--- src/rtl/sfx_arbiter_if.sv ---
// sfx_arbiter_if: request/frame strobes in, audio/status out, for the sound-effect arbiter.
// The master modport belongs to the game logic; the slave modport belongs to the arbiter.
interface sfx_arbiter_if;
    logic       FRAME_TICK;
    logic [3:0] REQ;
    logic       AUDIO;
    logic       BUSY;
    logic [1:0] ACTIVE_ID;

    modport master (
        output FRAME_TICK,
        output REQ,
        input  AUDIO,
        input  BUSY,
        input  ACTIVE_ID
    );

    modport slave (
        input  FRAME_TICK,
        input  REQ,
        output AUDIO,
        output BUSY,
        output ACTIVE_ID
    );
endinterface

--- src/rtl/sfx_arbiter.sv ---
// sfx_arbiter: four-effect priority arbiter driving one square-wave audio bit.
// Requests are latched into a pending set.  The highest pending index is granted
// from IDLE, and its tone plays for DUR_FRAMES frames.  A GAP frame of silence
// follows before the next grant.
// Build option: define SFX_PREEMPT_EN to let a higher pending effect restart the
// tone during PLAY.  Without it, every tone runs to full length.
module sfx_arbiter #(
    parameter logic [15:0] HALF_0     = 16'd40000,
    parameter logic [15:0] HALF_1     = 16'd30000,
    parameter logic [15:0] HALF_2     = 16'd20000,
    parameter logic [15:0] HALF_3     = 16'd10000,
    parameter logic [7:0]  DUR_FRAMES = 8'd6
) (
    input  logic          CLK,
    input  logic          RESET_N,
    sfx_arbiter_if.slave  bus
);

    localparam logic [1:0] ST_IDLE = 2'd0;
    localparam logic [1:0] ST_PLAY = 2'd1;
    localparam logic [1:0] ST_GAP  = 2'd2;

    // A half-period of 0 behaves like 1, so the tone toggles every cycle.
    function automatic logic [15:0] eff_half(input logic [15:0] h);
        return (h < 16'd2) ? 16'd1 : h;
    endfunction

    // Returns the highest set index. Callers only use it when v is nonzero.
    function automatic logic [1:0] top_index(input logic [3:0] v);
        logic [1:0] idx;
        if (v[3]) begin
            idx = 2'd3;
        end else if (v[2]) begin
            idx = 2'd2;
        end else if (v[1]) begin
            idx = 2'd1;
        end else begin
            idx = 2'd0;
        end
        return idx;
    endfunction

    localparam logic [15:0] H0 = eff_half(HALF_0);
    localparam logic [15:0] H1 = eff_half(HALF_1);
    localparam logic [15:0] H2 = eff_half(HALF_2);
    localparam logic [15:0] H3 = eff_half(HALF_3);

    logic [1:0]  state_q,   state_d;
    logic [3:0]  pending_q, pending_d;
    logic [15:0] div_q,     div_d;
    logic [7:0]  frames_q,  frames_d;
    logic        audio_q,   audio_d;
    logic        busy_q,    busy_d;
    logic [1:0]  active_q,  active_d;

    logic [15:0] half_s;
    logic        grant_s;
    logic [1:0]  grant_id_s;
    logic [3:0]  above_s;

    // Select the half-period of the effect that currently holds the grant.
    always_comb begin
        half_s = H0;
        case (active_q)
            2'd0:    half_s = H0;
            2'd1:    half_s = H1;
            2'd2:    half_s = H2;
            2'd3:    half_s = H3;
            default: half_s = H0;
        endcase
    end

    // Decide whether a grant happens this edge, and which effect receives it.
    // Only the registered pending set is considered, so a REQ arriving at the
    // grant edge waits for the next grant.
    always_comb begin
        grant_id_s = top_index(pending_q);
        above_s    = 4'b0000;
        case (active_q)
            2'd0:    above_s = 4'b1110;
            2'd1:    above_s = 4'b1100;
            2'd2:    above_s = 4'b1000;
            default: above_s = 4'b0000;
        endcase
        if (state_q == ST_IDLE) begin
            grant_s = (pending_q != 4'b0000);
        end else if (state_q == ST_PLAY) begin
`ifdef SFX_PREEMPT_EN
            grant_s = ((pending_q & above_s) != 4'b0000);
`else
            grant_s = 1'b0;
`endif
        end else begin
            grant_s = 1'b0;
        end
    end

    // Next-state logic for the FSM, the tone divider and the pending set.
    always_comb begin
        state_d  = state_q;
        div_d    = div_q;
        frames_d = frames_q;
        audio_d  = audio_q;
        active_d = active_q;
        if (grant_s) begin
            pending_d = (pending_q & ~(4'b0001 << grant_id_s)) | bus.REQ;
        end else begin
            pending_d = pending_q | bus.REQ;
        end

        case (state_q)
            ST_IDLE, ST_PLAY: begin
                if (grant_s) begin
                    // A preempted effect is dropped, not re-queued.
                    state_d  = ST_PLAY;
                    active_d = grant_id_s;
                    div_d    = 16'd0;
                    audio_d  = 1'b0;
                    frames_d = DUR_FRAMES;
                end else if (state_q == ST_IDLE) begin
                    state_d = ST_IDLE;
                end else if (bus.FRAME_TICK && (frames_q == 8'd1)) begin
                    state_d = ST_GAP;
                    div_d   = 16'd0;
                    audio_d = 1'b0;
                end else begin
                    if (bus.FRAME_TICK) begin
                        frames_d = frames_q - 8'd1;
                    end else begin
                        frames_d = frames_q;
                    end
                    if (div_q >= (half_s - 16'd1)) begin
                        div_d   = 16'd0;
                        audio_d = ~audio_q;
                    end else begin
                        div_d = div_q + 16'd1;
                    end
                end
            end
            ST_GAP: begin
                audio_d = 1'b0;
                if (bus.FRAME_TICK) begin
                    state_d = ST_IDLE;
                end else begin
                    state_d = ST_GAP;
                end
            end
            default: begin
                state_d = ST_IDLE;
                audio_d = 1'b0;
            end
        endcase

        busy_d = (state_d != ST_IDLE);
    end

    // State and output registers. The reset is synchronous and overrides REQ and FRAME_TICK.
    always_ff @(posedge CLK) begin
        if (!RESET_N) begin
            state_q   <= ST_IDLE;
            pending_q <= 4'b0000;
            div_q     <= 16'd0;
            frames_q  <= 8'd0;
            audio_q   <= 1'b0;
            busy_q    <= 1'b0;
            active_q  <= 2'd0;
        end else begin
            state_q   <= state_d;
            pending_q <= pending_d;
            div_q     <= div_d;
            frames_q  <= frames_d;
            audio_q   <= audio_d;
            busy_q    <= busy_d;
            active_q  <= active_d;
        end
    end

    assign bus.AUDIO     = audio_q;
    assign bus.BUSY      = busy_q;
    assign bus.ACTIVE_ID = active_q;

endmodule

--- src/flat_wrapper.sv ---
// flat-port wrapper written by rule: the top's interface ports become plain ports
module sfx_arbiter_flat 
#(
    parameter logic [15:0] HALF_0     = 16'd40000,
    parameter logic [15:0] HALF_1     = 16'd30000,
    parameter logic [15:0] HALF_2     = 16'd20000,
    parameter logic [15:0] HALF_3     = 16'd10000,
    parameter logic [7:0]  DUR_FRAMES = 8'd6
)
  (CLK, RESET_N, bus_FRAME_TICK, bus_REQ, bus_AUDIO, bus_BUSY, bus_ACTIVE_ID);
  sfx_arbiter_if bus_i ();
  input  logic CLK;
  input  logic RESET_N;
  input wire logic [$bits(bus_i.FRAME_TICK)-1:0] bus_FRAME_TICK;
  input wire logic [$bits(bus_i.REQ)-1:0] bus_REQ;
  output wire logic [$bits(bus_i.AUDIO)-1:0] bus_AUDIO;
  output wire logic [$bits(bus_i.BUSY)-1:0] bus_BUSY;
  output wire logic [$bits(bus_i.ACTIVE_ID)-1:0] bus_ACTIVE_ID;
  assign bus_i.FRAME_TICK = bus_FRAME_TICK;
  assign bus_i.REQ = bus_REQ;
  assign bus_AUDIO = bus_i.AUDIO;
  assign bus_BUSY = bus_i.BUSY;
  assign bus_ACTIVE_ID = bus_i.ACTIVE_ID;
  sfx_arbiter #(.HALF_0(HALF_0), .HALF_1(HALF_1), .HALF_2(HALF_2), .HALF_3(HALF_3), .DUR_FRAMES(DUR_FRAMES)) u_core (.CLK(CLK), .RESET_N(RESET_N), .bus(bus_i));
endmodule
--- config.mk ---
export PLATFORM = sky130hd
export DESIGN_NAME = sfx_arbiter_flat
export DESIGN_NICKNAME = d
export VERILOG_FILES = /design/src/rtl/sfx_arbiter_if.sv /design/src/rtl/sfx_arbiter.sv /design/src/flat_wrapper.sv
export SDC_FILE = /design/constraint.sdc
export NUM_CORES = 1
export LEC_CHECK = 0
export CORE_ASPECT_RATIO = 1.5
export CORE_UTILIZATION = 32
export CTS_CLUSTER_SIZE = 25
export DETAILED_ROUTE_END_ITERATION = 10
export HOLD_SLACK_MARGIN = 0.02
export PLACE_DENSITY = 0.56
export SYNTH_ARGS = -nofsm -noshare
export SYNTH_HDL_FRONTEND = slang
export SYNTH_SLANG_ARGS = --single-unit
--- constraint.sdc ---
create_clock -name CLK -period 3 [get_ports CLK]
set_clock_uncertainty 0.2 [all_clocks]
set_input_delay 0.6 -clock CLK [delete_from_list [all_inputs] [get_ports CLK]]
set_output_delay 0.6 -clock CLK [all_outputs]
set_load 0.01 [all_outputs]
# Word-level counts from Yosys, hierarchy flattened
# Index checks and enable logic that the tools add are counted.
# W data, S select, Z words.
word_totals:
  ff_bits: 34
  elab_cells: 62
  input_bits: 7
  out_inout_bits: 4
op_classes:
  n_bitwise: 8
  mux: 21
  reduce_logical: 13
  order_cmp: 1
  n_eq_ne: 8
  n_addsub: 3
  n_shift: 1
ops:
  columns: ["op", "n"]
  rows:
  - ["$mux W16", 4]
  - ["$pmux W16 S4", 1]
  - ["$mux W8", 4]
  - ["$add A16 B1 Y16 const B", 1]
  - ["$ge A16 B16 Y1", 1]
  - ["$sub A16 B1 Y16 const B", 1]
  - ["$mux W2", 6]
  - ["$eq A8 B1 Y1 const B", 1]
  - ["$or A4 B4 Y4", 2]
  - ["$sub A8 B1 Y8 const B", 1]
  - ["$eq A2 B2 Y1 const B", 3]
  - ["$reduce_and A2 Y1", 3]
  - ["$reduce_bool A2 Y1", 3]
  - ["$and A4 B4 Y4", 1]
  - ["$eq A2 B1 Y1 const B", 2]
  - ["$logic_not A2 Y1", 2]
  - ["$mux W1", 4]
  - ["$mux W4", 1]
  - ["$ne A2 B1 Y1 const B", 2]
  - ["$not A1 Y1", 4]
  - ["$not A4 Y4", 1]
  - ["$pmux W2 S2", 1]
  - ["$reduce_and A4 Y1", 1]
  - ["$reduce_bool A4 Y1", 1]
  - ["other kinds (4)", 4]

# Logic depth before layout (Yosys ltp)
# Gate-level depths: netlist of the first run.
depth:
  depth_word: 8
  ltp_mapped: 12
  depth_no_buf: 11

# Least setup slack after synthesis of the first run
# Ideal clock, no wire load.
synth_timing:
  path_type: "reg-to-reg"
  from: "reg u_core.active_q[1] (netlist: u_core.bus.ACTIVE_ID[1])"
  to: "reg u_core.audio_q (netlist: u_core.bus.AUDIO)"
  stages_incl_launch_ff: 11
  slack_ns: 0.279
  arrival_time_ns: 2.397
  period_less_slack_ns: 2.721
  setup_time_ns: 0.123
  required_ns: 2.677
  path_buffers: 0
  path_cell_list: "dfxtp_1 inv_1 ha_1 nor2_1 inv_1 ha_1 a21oi_1 o22ai_4 a211oi_4 a21boi_2 mux2_1"
synth_via:
  elab_chain_len: 6
  word_cells_on_any_way: 9
  cone_classes: "add/sub (1); order compare (1); eq/ne (3); mux (1); reduce/logical (3)"
synth_rtl:
  columns: ["element", "line", "source"]
  rows:
  - ["start, declared", "sfx_arbiter.sv:54", "logic [1:0] active_q, active_d;"]
  - ["start signal, assigned", "sfx_arbiter.sv:174", "active_q <= active_d;"]
  - ["$eq A2 B2 Y1 (tied with other cells)", "sfx_arbiter.sv:64", "case (active_q)"]
  - ["$pmux W16 S4 *", "sfx_arbiter.sv:64", null]
  - ["$sub A16 B1 Y16 *", "sfx_arbiter.sv:132", "if (div_q >= (half_s - 16'd1)) begin"]
  - ["$ge A16 B16 Y1 *", "sfx_arbiter.sv:132", null]
  - ["$reduce_bool A2 Y1 (no line) *", null, null]
  - ["$reduce_and A2 Y1 (no line) *", null, null]
  - ["end signal, assigned", "sfx_arbiter.sv:172", "audio_q <= audio_d;"]
  - ["end, declared", "sfx_arbiter.sv:52", "logic audio_q, audio_d;"]
# Every way passes the cells marked *; elsewhere a longest branch is shown, timed or not. The select of a mux whose other input is x is not followed.
# A chain may end at the register's enable or synchronous reset.

# Worst setup path after layout of the first run
layout_timing:
  from: "reg u_core.active_q[0] (netlist: u_core.bus.ACTIVE_ID[0])"
  to: "reg u_core.div_q[9]"
layout_via:
  elab_chain_len: 8
  word_cells_on_any_way: 11
  cone_classes: "add/sub (1); order compare (1); eq/ne (3); mux (5); reduce/logical (1)"
layout_rtl:
  columns: ["element", "line", "source"]
  rows:
  - ["$eq A2 B2 Y1 (tied with other cells)", "sfx_arbiter.sv:64", null]
  - ["$pmux W16 S4 *", "sfx_arbiter.sv:64", null]
  - ["$sub A16 B1 Y16 *", "sfx_arbiter.sv:132", null]
  - ["$ge A16 B16 Y1 *", "sfx_arbiter.sv:132", null]
  - ["$mux W16 *", "sfx_arbiter.sv:132", null]
  - ["$mux W16 *", "sfx_arbiter.sv:122", "end else if (bus.FRAME_TICK && (frames_q == 8'd1)) begin"]
  - ["$mux W16 *", "sfx_arbiter.sv:120", "end else if (state_q == ST_IDLE) begin"]
  - ["$mux W16 *", "sfx_arbiter.sv:113", "if (grant_s) begin"]
  - ["end signal, assigned", "sfx_arbiter.sv:170", "div_q <= div_d;"]
  - ["end, declared", "sfx_arbiter.sv:50", "logic [15:0] div_q, div_d;"]
# Marked as above.

==> results of run 1 <==
cell type report:
class | instances | area [µm²]
fill | 705 | 4050
multi-input combinational | 201 | 1334
sequential | 34 | 680.7
timing repair buffer | 21 | 182.7
tap | 76 | 95.09
clock buffer | 7 | 86.33
inverter | 14 | 52.55
clock inverter | 1 | 5.005
synthesized netlist by cell type (3+ instances only):
master | n | area [µm²]
nor3_1 | 5 | 25.02
o21ai_0 | 6 | 30.03
buf_6 | 4 | 45.04
nor2_1 | 33 | 123.9
ha_1 | 18 | 225.2
nand3_1 | 17 | 85.08
buf_2 | 4 | 20.02
nor3b_1 | 3 | 22.52
nand4_1 | 7 | 43.79
clkbuf_1 | 3 | 11.26
a31oi_1 | 12 | 75.07
nand2_1 | 30 | 112.6
xor2_1 | 6 | 52.55
a21oi_1 | 13 | 65.06
or3_1 | 3 | 18.77
dfxtp_1 | 34 | 680.7
inv_1 | 14 | 52.55
nand4b_1 | 8 | 70.07
and3_1 | 3 | 18.77
state kept, by name (all words and copies together), names as in the netlist:
signal / count
u_core.pending_q: 4
u_core.bus.ACTIVE_ID: 2
u_core.div_q: 16
u_core.bus.BUSY: 1
u_core.state_q: 2
u_core.frames_q: 8
u_core.bus.AUDIO: 1
cells by family after synthesis:
family / after synthesis / share of synthesized area [%]
adders and majority gates: 18 / 10.51
xor gates and xnor gates: 7 / 2.861
other: 1 / 0.1750
AOI/OAI and AO/OA: 52 / 18.97
and+or+nand+nor: 122 / 29.19
DFF: 34 / 31.76
buffers and inverters: 25 / 6.013
muxes: 1 / 0.5254
power by group through the flow:
stage	Sequential, mW	Clock (mW)	Combinational [mW]
after floorplan	0.501	0	0.146
after global placement	0.502	0	0.197
after detailed placement	0.503	0	0.200
after CTS	0.492	0.366	0.201
after global routing	0.495	0.380	0.226
final	0.492	0.355	0.198
per-layer routing:
layer  up-vias  share of wire (%)  wire (µm)
li1        977                  -          -
met1       909                 41       2021
met2        34                 55       2719
met3         5                2.7        134
met4         0                1.2         57
met5         -                  0          0
critical path: cells and delay by family, from the launching register on:
family                   cells  cell delay [ns]
buffers and inverters        4             0.54
AO/OA/AOI/OAI                4             0.71
adder cells (fa/ha/maj)      2             0.52
flip-flops                   1             0.39
AND/OR/NAND/NOR              2             0.32
through the flow:
stage               cell area [µm²]  utilization (%)  setup TNS, ns  hold slack (ns)
global route                   2436            37.56      -0.009215           0.3025
detailed placement             2330            35.92              0           0.2810
finish                         2436            37.56              0           0.2818
floorplan                      2143                -              0           0.2530
CTS                            2421            37.33              0           0.2902
global placement               2330            35.92              0           0.2709
worst max path at each step:
stage	startpoint	end	slack [ns]
final	u_core.bus.ACTIVE_ID[0]$_SDFFE_PN0P_	u_core.div_q[9]$_SDFFE_PN0P_	0.25
after global routing	u_core.bus.ACTIVE_ID[0]$_SDFFE_PN0P_	u_core.bus.AUDIO$_SDFFE_PP0P_	-0.009
after CTS	u_core.bus.ACTIVE_ID[0]$_SDFFE_PN0P_	u_core.div_q[4]$_SDFFE_PN0P_	0.08
after detailed placement	u_core.bus.ACTIVE_ID[0]$_SDFFE_PN0P_	u_core.div_q[4]$_SDFFE_PN0P_	0.1
after global placement	bus_FRAME_TICK	u_core.bus.AUDIO$_SDFFE_PP0P_	0.18
after floorplan	u_core.bus.ACTIVE_ID[1]$_SDFFE_PN0P_	u_core.bus.AUDIO$_SDFFE_PP0P_	0.28
==> run_results.csv, run 1 <==
group,metric,value,unit
outcome,outcome,"finished clean",
synth,syn_area_per_cell,8.243,µm²
grt,grt_use_total,15.78,%
synth,synth_ff_type,"dfxtp_1",
pwr,ir_drop,0.0002483,V
finish,layout.cells.non_filler,354,
pwr,seqPwrFrac,47.0,%
critical_path,reg2reg_slack,0.25,ns
critical_path,r2r_end,"u_core.div_q[9]$_SDFFE_PN0P_",
clock_network,cts-root-buf,"clkbuf_8",
critical_path,max_stage_delay,0.39,ns
sta,post-route-period-util,91.68,%
pwr,p_leak,0.9021,nW
sta,post-route-min-period,2.750,ns
worst_hold_path,min_from,"u_core.pending_q[0]$_SDFF_PN0_",
finish,antenna_cells,0,
drt,final_antenna_net_count,0,
synth,mappedNetlistArea,2143,µm²
floorplanning,initial_core_util,33.04,%
grt,grt_overflow,0,
placement,hpwl,3.717,mm
clock_network,clock_sinks,34,
synth,synth-edff-count,0,
finish,areaGrowthSynthToFinish,13.66,%
floorplanning,coreArea,6486,µm²
floorplanning,dieArea,7036,µm²
floorplanning,fp.dieH,102.2,µm
synth,netlist_instances,260,
synth,synthArstFlopShare,0,%
grt,grt_pass1_wl,8.252,mm
clock_network,cts_made_buffers,5,
drt,vias_per_cell,5.438,
pwr,combPwrFrac,19.0,%
placement,io_buffers,10,
clock_network,cts_setup_buffers,0,
run,maxCapViolCount,0,
finish,layout_common_cells,"dfxtp_1 (34), nor2_1 (33), nand2_1 (30)",
sta,tightestPinTransition,0.6097,ns
floorplanning,io_pins,11,
sta,max_freq,363.6,MHz
critical_path,cp-start-kind,"flop",
grt,use_met1,16.96,%
worst_hold_path,hp-class,"flop to flop",
clock_network,clk_latency,0.29,ns
clock_network,h-tree-depth,2,
critical_path,cp_cell_sequence,"inv_1 -> ha_1 -> nor2_1 -> inv_1 -> ha_1 -> a21oi_1 -> o22ai_4 -> a211oi_4 -> buf_4 -> buf_4 -> nand4b_1 -> a31oi_1",
finish,mostFrequentLayoutCell,"dfxtp_1",
pwr,clkPwrFrac,34.0,%
grt,grtUsageMet3,3.013,%
pwr,power.density,429.1,nW/µm²
placement,place.gp.congestion,0.8060,
floorplanning,die_w,68.82,µm
drt,routedWlPerCell,13.94,µm
clock_network,ctsHoldBuffers,0,
sta,setup_viol,0,
placement,place_ws,0.09818,ns
critical_path,rr_startpoint,"u_core.bus.ACTIVE_ID[0]$_SDFFE_PN0P_",
critical_path,end_kind,"flop",
synth,synth_warnings,0,
clock_network,path_clk_slew,0.08,ns
placement,place_inst,344,
critical_path,crit_type,"flop to flop",
sta,setup_ws,0.2497,ns
critical_path,path_max_fanout,9,
pwr,p_int,0.7405,mW
sta,final_max_slew_viol_count,0,
clock_network,cts_tree,"yes",
pwr,p_switching,0.3048,mW
critical_path,arrival,2.77,ns
clock_network,cts_resized,0,
grt,antenna_found_initial,0,
pwr,finalPower,1.045,mW
synth,synth_fp_nets,285,
critical_path,crit_required,3.02,ns
grt,busiest_layer,"met2",
drt,vias,1925,
drt,drc_errors,0,
floorplanning,rows,36,
synth,ys_ff_latch,34,
clock_network,clockBufferDepth,2,
synth,yosysSeqAreaShare,31.76,%
worst_hold_path,hold_depth,2,
worst_hold_path,min_to,"u_core.pending_q[0]$_SDFF_PN0_",
drt,drt_wl_total,4.933,mm
finish,drive_above_1_share,10.43,%
finish,layout.nets,302,
drt,drtIter0Drc,82,
sta,relSlewSlack,58.98,%
pwr,switching_share,29.16,%
drt,dr.pass1.iters,5,
sta,hold_viol_final,0,
synth,synth.distinct_cells,49,
grt,use_met2,29.71,%
critical_path,critPathSlowestCell,"dfxtp_1",
grt,grt_pass1_vias,1803,
grt,grt_max_degree,23,
critical_path,reg2regPathDepth,12,
Power figures use the tool's default switching activity.
==> run 2: changes to the inputs <==
Settings changed: GPL_ROUTABILITY_DRIVEN from default to 0, PLACE_DENSITY 0.56 to default, SKIP_CTS_REPAIR_TIMING from default to 1.
==> run 2 against run 1 <==
Global-route usage is 0.36 points higher. Sequential cell count unchanged. Setup slack improved by 0.017 ns. Sequential power is essentially flat. Maximum frequency is 0.61% higher. Critical endpoint is now u_core.div_q[13]$_SDFFE_PN0P_. Utilization decreased by 0.12 points. Highest routed layer unchanged.
==> run_results.csv, run 2 (synthesis results as in run 1) <==
group,metric,value,unit
floorplanning,die_w,68.82,µm
critical_path,cp.buffers_inverters,3,
sta,tns,0,ns
outcome,outcome,"finished clean",
floorplanning,fp.dieH,102.2,µm
placement,io_buffers,10,
critical_path,rr_startpoint,"u_core.bus.ACTIVE_ID[0]$_SDFFE_PN0P_",
clock_network,path_clk_slew,0.07,ns
clock_network,clk_latency,0.29,ns
critical_path,crit_start,"u_core.bus.ACTIVE_ID[0]$_SDFFE_PN0P_",
placement,hpwl,3.641,mm
grt,grt_pass1_vias,1800,
sta,tightestPinTransition,0.9006,ns
drt,drtIter0Drc,120,
finish,fillCellCount,692,
sta,setup_ws,0.2663,ns
finish,mostFrequentLayoutCell,"dfxtp_1",
critical_path,max_stage_delay,0.37,ns
critical_path,reg2reg_slack,0.27,ns
critical_path,reg2regPathDepth,11,
pwr,power.density,435.7,nW/µm²
finish,ff_latch_area,680.7,µm²
grt,grt_max_degree,23,
sta,post-route-period-util,91.12,%
finish,top_register,"u_core.div_q",
floorplanning,coreArea,6486,µm²
critical_path,cp_top_family,"compound AO/OA/AOI/OAI gates",
run,maxCapViolCount,0,
finish,antenna_cells,0,
critical_path,r2r_end,"u_core.div_q[13]$_SDFFE_PN0P_",
clock_network,cts-root-buf,"clkbuf_8",
sta,max_freq,365.8,MHz
critical_path,crit_end,"u_core.div_q[13]$_SDFFE_PN0P_",
critical_path,end_kind,"flop",
critical_path,crit_type,"flop to flop",
grt,grt_overflow,0,
floorplanning,initial_core_util,33.04,%
grt,grt_use_total,16.14,%
sta,final_max_slew_viol_count,0,
drt,routedWlPerCell,13.74,µm
finish,stdcell_area,2429,µm²
critical_path,crit_required,3.00,ns
clock_network,clock_sinks,34,
finish,multiInputGateArea,1338,µm²
finish,layout.nets,300,
clock_network,clockBufferDepth,2,
finish,largest_reg_flops,16,
grt,antenna_found_initial,0,
critical_path,cp_cell_sequence,"inv_1 -> ha_1 -> nor2_1 -> inv_1 -> ha_1 -> a21oi_2 -> o22ai_4 -> a211oi_4 -> buf_4 -> nand2_1 -> o32ai_1",
pwr,ir_drop,0.0002949,V
sta,relSlewSlack,39.14,%
drt,vias,1897,
clock_network,h-tree-depth,2,
clock_network,cts_made_buffers,5,
finish,drive_above_1_share,10.51,%
placement,placed_area,2330,µm²
sta,post-route-min-period,2.734,ns
drt,dr.pass1.iters,4,
floorplanning,dieArea,7036,µm²
grt,grt_pass1_wl,8.342,mm
pwr,p_leak,0.8915,nW
clock_network,cts_tree,"yes",
drt,final_antenna_net_count,0,
critical_path,critPathSlowestCell,"dfxtp_1",
finish,fin_util,37.44,%
sta,hold_viol_final,0,
finish,layout_common_cells,"dfxtp_1 (34), nor2_1 (33), nand2_1 (30)",
sta,setup_viol,0,
finish,reg_top3,"u_core.div_q (16), u_core.frames_q (8), u_core.pending_q (4)",
drt,drt_wl_total,4.838,mm
critical_path,cp-start-kind,"flop",
drt,drc_errors,0,
critical_path,path_max_fanout,15,
floorplanning,io_pins,11,
finish,areaGrowthSynthToFinish,13.31,%
sta,rsz0062_at_grt,"no",
critical_path,path_depth,11,
placement,place_ws,0.1918,ns
critical_path,arrival,2.74,ns
drt,vias_per_cell,5.389,
worst_hold_path,hp-class,"flop to flop",
floorplanning,rows,36,
run 2: changes by cell type in the layout (fill, tap and decap cells not counted), sizes merged:
cell,change
buf,-2
clkbuf,-1
clkinvlp,+1
run 2: stage by stage:
step	total power, mW	cells	hold slack (ns)
floorplan	0.6470	260	0.2530
global placement	0.6997	344	0.2659
detailed placement	0.7029	344	0.2685
CTS	1.072	352	0.2795
global route	1.121	352	0.3104
finish	1.058	352	0.2788
run 2: worst min-delay path by stage:
stage / from / slack, ns / endpoint / cells after the start
CTS: u_core.pending_q[0]$_SDFF_PN0_ / 0.28 / u_core.pending_q[0]$_SDFF_PN0_ / 2
global route: u_core.pending_q[0]$_SDFF_PN0_ / 0.31 / u_core.pending_q[0]$_SDFF_PN0_ / 2
global placement: u_core.pending_q[0]$_SDFF_PN0_ / 0.27 / u_core.pending_q[0]$_SDFF_PN0_ / 2
finish: u_core.pending_q[0]$_SDFF_PN0_ / 0.28 / u_core.pending_q[0]$_SDFF_PN0_ / 2
floorplan: u_core.pending_q[0]$_SDFF_PN0_ / 0.25 / u_core.pending_q[0]$_SDFF_PN0_ / 2
detailed placement: u_core.pending_q[0]$_SDFF_PN0_ / 0.27 / u_core.pending_q[0]$_SDFF_PN0_ / 2
run 2: layout make-up:
| type | instances | share of cell area, % |
|---|---|---|
| Sequential cell | 34 | 28.03 |
| Timing Repair Buffer | 19 | 6.904 |
| Inverter | 14 | 2.164 |
| Clock buffer | 6 | 3.400 |
| Clock inverter | 2 | 0.5152 |
| Multi-Input combinational cell | 201 | 55.07 |
| Tap cell | 76 | 3.916 |
run 2: worst reg2reg max path, stage by stage (launching register included):
cell      delay [ns]
dfxtp_1         0.37
inv_1           0.09
ha_1            0.21
nor2_1          0.21
inv_1           0.07
ha_1            0.31
a21oi_2         0.20
o22ai_4         0.10
a211oi_4        0.26
buf_4           0.25
nand2_1         0.12
o32ai_1         0.27
run 2: routing by layer:
layer | global-route usage (%) | vias up | part of all wire [%] | wire [µm]
met1 | 16.77 | 890 | 40 | 1946
met5 | 0 | - | 0 | 0
met4 | 8.477 | 0 | 3.3 | 161
met3 | 3.237 | 11 | 1.9 | 91
li1 | - | 971 | - | -
met2 | 29.41 | 25 | 55 | 2639
run 2: report_power, final:
part | total (mW) | internal (mW) | switching, mW | leakage (nW)
sequential | 0.492 | 0.471 | 0.0208 | 0.278
clock | 0.368 | 0.185 | 0.183 | 0.0472
combinational | 0.198 | 0.0853 | 0.113 | 0.567
